[src/rtl/pbg_serial_tx.sv]
// Parity-bit generator and serial frame transmitter.
// Frame: start(0), data LSB-first, parity, stop(1).
module pbg_serial_tx #(
    parameter int DATA_W     = 4,
    parameter int PARITY_ODD = 0,
    parameter int BIT_CYCLES = 1
) (
    input  logic              clk,
    input  logic              rst,
    input  logic              valid,
    input  logic [DATA_W-1:0] data,
    output logic              ready,
    output logic              tx,
    output logic              p,
    output logic              busy,
    output logic              done
);

    localparam int CW = (BIT_CYCLES > 1) ? $clog2(BIT_CYCLES) : 1;
    localparam int IW = (DATA_W > 1) ? $clog2(DATA_W) : 1;

    typedef enum logic [2:0] {
        IDLE,
        START,
        DATA,
        PARITY,
        STOP
    } state_t;

    state_t            state;
    logic [CW-1:0]     cnt;
    logic [IW-1:0]     idx;
    logic [DATA_W-1:0] shreg;
    logic [DATA_W-1:0] sh_next;
    logic              last_cyc;
    logic              last_idx;

    assign sh_next  = shreg >> 1;
    assign last_cyc = (cnt == CW'(BIT_CYCLES - 1));
    assign last_idx = (idx == IW'(DATA_W - 1));

    always_ff @(posedge clk) begin
        if (rst) begin
            state <= IDLE;
            cnt   <= '0;
            idx   <= '0;
            shreg <= '0;
            tx    <= 1'b1;
            ready <= 1'b1;
            busy  <= 1'b0;
            done  <= 1'b0;
            p     <= 1'b0;
        end else begin
            done <= 1'b0;
            unique case (state)
                IDLE: begin
                    if (valid) begin
                        shreg <= data;
                        p     <= (^data) ^ (PARITY_ODD != 0);
                        state <= START;
                        cnt   <= '0;
                        tx    <= 1'b0;
                        ready <= 1'b0;
                        busy  <= 1'b1;
                    end
                end
                START: begin
                    if (last_cyc) begin
                        state <= DATA;
                        cnt   <= '0;
                        idx   <= '0;
                        tx    <= shreg[0];
                    end else begin
                        cnt <= cnt + CW'(1);
                    end
                end
                DATA: begin
                    if (last_cyc) begin
                        cnt   <= '0;
                        shreg <= sh_next;
                        if (last_idx) begin
                            state <= PARITY;
                            tx    <= p;
                        end else begin
                            idx <= idx + IW'(1);
                            tx  <= sh_next[0];
                        end
                    end else begin
                        cnt <= cnt + CW'(1);
                    end
                end
                PARITY: begin
                    if (last_cyc) begin
                        state <= STOP;
                        cnt   <= '0;
                        tx    <= 1'b1;
                    end else begin
                        cnt <= cnt + CW'(1);
                    end
                end
                STOP: begin
                    // done and ready rise together on the return to idle
                    if (last_cyc) begin
                        state <= IDLE;
                        cnt   <= '0;
                        ready <= 1'b1;
                        busy  <= 1'b0;
                        done  <= 1'b1;
                    end else begin
                        cnt <= cnt + CW'(1);
                    end
                end
                default: begin
                    state <= IDLE;
                    cnt   <= '0;
                    tx    <= 1'b1;
                    ready <= 1'b1;
                    busy  <= 1'b0;
                end
            endcase
        end
    end

endmodule
[config.mk]
export PLATFORM = sky130hd
export DESIGN_NAME = pbg_serial_tx
export DESIGN_NICKNAME = d
export VERILOG_FILES = /design/src/rtl/pbg_serial_tx.sv
export SDC_FILE = /design/constraint.sdc
export NUM_CORES = 1
export LEC_CHECK = 0
export ABC_CLOCK_PERIOD_IN_PS = 1200
export BUFFER_PORTS_ARGS = -buffer_cell sky130_fd_sc_hd__buf_2
export CAP_MARGIN = 25
export CORE_MARGIN = 2
export CORE_UTILIZATION = 46
export DETAILED_ROUTE_END_ITERATION = 7
export GPL_ROUTABILITY_DRIVEN = 0
export PLACE_DENSITY = 0.81
export SLEW_MARGIN = 25
export SYNTH_ARGS = -nofsm -noshare
export SYNTH_HDL_FRONTEND = slang
export SYNTH_SLANG_ARGS = --single-unit
[constraint.sdc]
create_clock -name clk -period 1.2 [get_ports clk]
set_input_delay 0.18 -clock clk [delete_from_list [all_inputs] [get_ports clk]]
set_output_delay 0.18 -clock clk [all_outputs]
set_load 0.02 [all_outputs]
# --- Yosys cells after proc, flatten, opt, wreduce, memory -nomap -nowiden ---
# Index checks and enable logic that the tools add are counted.
totals:
  reg_bits: 15
  input_bits: 7
  output_inout_bits: 5
  word_cells: 65
classes:
  add_sub_neg: 2
  n_eq_ne: 12
  mux: 27
  bitwise_logic: 2
  reduce_logical: 13
ops:
  columns: ["op", "count"]
  rows:
  - ["$mux 3", 6]
  - ["$pmux 3 s5", 1]
  - ["$ne 2x2->1 const B", 7]
  - ["$mux 1", 9]
  - ["$mux 4", 2]
  - ["$pmux 4 s2", 1]
  - ["$eq 3x2->1 const B", 2]
  - ["$mux 2", 3]
  - ["$pmux 1 s3", 2]
  - ["$reduce_and 3->1", 2]
  - ["$reduce_and 6->1", 1]
  - ["$pmux 1 s5", 1]
  - ["$reduce_and 5->1", 1]
  - ["$pmux 2 s2", 1]
  - ["$reduce_and 4->1", 1]
  - ["$reduce_bool 2->1", 2]
  - ["$reduce_or 4->1", 1]
  - ["$reduce_xor 4->1", 1]
  - ["$eq 3x1->1 const B", 1]
  - ["$eq 3x3->1 const B", 1]
  - ["$logic_not 3->1", 1]
  - ["$reduce_or 3->1", 1]
  - ["$add 2x1->2 const B", 1]
  - ["$eq 2x2->1 const B", 1]
  - ["5 further kinds", 6]

# --- Longest topological paths before layout ---
logic_depth:
  depth_word: 4
  depth_mapped: 5
  depth_no_buf: 5

# --- Worst setup path before layout ---
# OpenSTA, ideal clock, no wires.
synth_timing:
  path_type: "register -> register"
  start: "register idx[0]"
  end: "register tx"
  setup_ps: 126
  t_arrival_ps: 1047
  required_ps: 1074
  setup_slack_ps: 26
  stages_incl_launch_ff: 5
  path_buffers: 0
  period_less_slack_ps: 1174
  path_cell_list: "dfxtp_1 ha_1 mux2_2 nand3_1 a31oi_1"
synth_via:
  elab_chain_cells: 4
synth_rtl:
  columns: ["item", "line", "text"]
  rows:
  - ["start, declared", "32", "logic [IW-1:0] idx;"]
  - ["start signal, assigned", "85", "idx <= idx + IW'(1);"]
  - ["$eq 2x2->1", "40", "assign last_idx = (idx == IW'(DATA_W - 1));"]
  - ["$mux 1", "81", "if (last_idx) begin"]
  - ["$mux 1", "78", "if (last_cyc) begin"]
  - ["$pmux 1 s5", "55", "unique case (state)"]
  - ["end signal, assigned", "72", "tx <= shreg[0];"]
  - ["end signal, assigned", "83", "tx <= p;"]
  - ["end signal, assigned", "86", "tx <= sh_next[0];"]
  - ["end, declared", "13", "output logic tx,"]
# No other way between the ends. The select of a mux whose other input is x is not followed.
# A chain may end at the register's enable or synchronous reset.

# --- Worst setup path in the final report ---
# Same ends and word-level chain as after synthesis.

==> run_results.csv <==
group,metric,value,unit
cts,clk_latency,0.28,ns
cts,clk_pin_slew,0.09,ns
floorplan,io_pins,12,
critical_path,cp_max_fo,5,
critical_path,arrival,1.33,ns
synthesis,synth_top_area_cell,"dfxtp_1",
critical_path,crit_required,1.37,ns
synthesis,syn_area,674,um^2
routing,drt-total-wl,1330,um
critical_path,worst-setup-path-type,"reg -> reg",
routing,route.vias.total,568,
global_route,gr-total-overflow,0,
synthesis,synth_area_per_cell,9.37,um^2
sta,min_period,1.16,ns
cells_and_area,fillers,118,
cts,tritoncts.num_buffers,3,
synthesis,synth_edf_count,0,
synthesis,netlist_instances,72,
synthesis,syn_nets,80,
sta,tightest_slew,0.293,ns
placement,dp.cells,100,
power_and_ir_drop,p_leak,0.352,nW
run,maxCapViolCount,0,
cts,clk_path_buf_depth,2,
synthesis,synth_top_area_share,41.6,%
placement,dpl.hpwl,932,um
floorplan,die_w,42.3,um
synthesis,ys_seq_area_share,41.6,%
critical_path,crit_path_end_kind,"flop",
cts,htreeDepth,1,
sta,max_freq,863,MHz
floorplan,initial_utilization,50.6,%
synthesis,yosysUniqueCellTypes,28,
sta,maxSlewHeadroom,80.4,%
synthesis,yosys-top-cells-count,"dfxtp_1 (14), nor2_1 (12), nand2_1 (6), a211oi_1 (4), xnor2_1 (4)",
synthesis,synthFlopType,"dfxtp_1",
status,status,"complete, no violations",
synthesis,synth-async-reset-ratio,0,%
routing,dr.pass1.iters,2,
global_route,grt_util_all_layers,16.5,%
power_and_ir_drop,vdd_ir_drop_max,978,uV
global_route,grt_pass1_vias,500,
routing,viasPerCell,5.36,
power_and_ir_drop,p_per_area,1340,mW/mm^2
global_route,antenna_found_initial,0,
sta,setup_viol,0,
min_path,min_path_type,"in -> reg",
synthesis,synth-warning-count,0,
floorplan,die_h,42.3,um
sta,rsz0062_at_grt,"no",
critical_path,setup.worst_path.start_class,"flop",
synthesis,synth_area_leaders,"dfxtp_1 (42%), nor2_1 (6.7%), xnor2_1 (5.2%), mux2i_1 (4.5%), a211oi_1 (4.5%)",
cells_and_area,drive_above_1_share,39.6,%
sta,setup_tns,0,ns
floorplan,dieArea,0.00179,mm^2
cts,cts_sinks,14,
cells_and_area,fin_nets,100,
floorplan,fp.coreArea,0.00133,mm^2
routing,drc,0,
power_and_ir_drop,totalPowerFinal,1.15,mW
routing,drt_iter0_markers,11,
synthesis,yosysMostFrequentCell,"dfxtp_1",
sta,skew,0.00728,ns
cells_and_area,utilization,64.0,%
cells_and_area,area_growth,26.5,%
floorplan,rows,13,
routing,wl_per_cell,12.6,um
cells_and_area,stdcell_count,106,
cts,cts_tree,"done",
synthesis,ys_ff_latch,14,
placement,port-buffer-count,11,
routing,antenna_left,0,
sta,post-route-period-util,96.6,%
cts,clockRootBuffer,"clkbuf_4",
sta,final_max_slew_viol_count,0,
global_route,grt_start_max_net_pins,14,
cts,cts_hold_buf,0,
sta,timing.final.hold_violations,0,
global_route,grt_pass1_wl,2140,um
cells_and_area,insertedDiodeCount,0,
[critical path, stage by stage (launching register included)]
cell and delay, ns:
dfxtp_2 0.36, ha_4 0.17, mux2_2 0.34, nand3_1 0.09, a31oi_1 0.09
[kinds of logic (layout without fill, tap and decap cells)]
kind of cell / Yosys count / in the layout / share of synthesized area [%]
DFF: 14 / 14 / 41.6
muxes: 4 / 4 / 6.12
AOI/OAI and AO/OA: 14 / 14 / 15.2
adders and majority gates: 1 / 1 / 1.85
xor gates and xnor gates: 4 / 4 / 5.19
and+or+nand+nor: 30 / 30 / 25.6
buffers and inverters: 5 / 24 / 4.45
[metal layers]
layer	share of wire (%)	wire length, um	track usage, %	vias to the layer above
met3	5.0	67	7.76	2
met4	1.3	17	7.50	0
met2	47	632	24.9	14
met5	0	0	0	-
met1	46	614	19.7	257
li1	-	-	-	295
[area by class of cell]
type / instances / area (um^2) / area share (%)
Sequential cell: 14 / 287 / 33.6
Multi-Input combinational cell: 53 / 389 / 45.6
Timing Repair Buffer: 19 / 119 / 13.9
Tap cell: 15 / 18.8 / 2.20
Clock buffer: 4 / 36.3 / 4.25
Inverter: 1 / 3.75 / 0.440
[where the power goes]
group / switching (mW) / leakage [nW] / internal, mW
clock network: 0.153 / 0.0210 / 0.185
registers: 0.0330 / 0.118 / 0.508
logic: 0.139 / 0.214 / 0.128
total: 0.325 / 0.352 / 0.821
[flip-flops by register name, indices dropped and copies added, names as in the netlist]
signal and flops:
shreg 4, done 1, state 3, idx 2, p 1, tx 1, busy 1, ready 1
[per-stage QoR]
| step | cell area, um^2 | hold slack (ns) | worst slack, ns |
|---|---|---|---|
| CTS | 825 | 0.160 | 0.00429 |
| global placement | 767 | 0.429 | -0.0233 |
| global route | 853 | 0.170 | 0.00580 |
| finish | 853 | 0.165 | 0.0411 |
| floorplan | 674 | 0.257 | 0.0262 |
| detailed placement | 767 | 0.435 | -0.0401 |
[what timing repair did]
action,CTS,global route
buffers inserted,1,1
gates resized for setup,3,8
pin swaps,1,4
hold endpoints to repair,0,0
setup endpoints to repair,3,7
[placed cells by master (no fill, tap or decap), types with 2 or more instances in the layout]
master	Yosys	routed
nor2_1	12	11
buf_4	3	7
clkbuf_4	0	3
a211oi_1	4	3
mux2i_1	3	3
dfxtp_1	14	9
xnor2_1	4	4
nor2b_1	2	2
buf_2	0	11
dfxtp_2	0	5
nor3_1	2	2
a21oi_1	2	2
nand2b_1	2	2
nand2_1	6	6
a22oi_1	2	2
[worst paths after layout]
kind	from	endpoint	slack [ns]	cells past startpoint
hold / removal	data[3]	shreg[3]	0.17	3
hold reg to reg	ready	ready	0.45	2
setup / recovery	idx[0]	tx	0.04	4
setup reg to reg	idx[0]	tx	0.04	4
(Power assumes the default switching activity.)
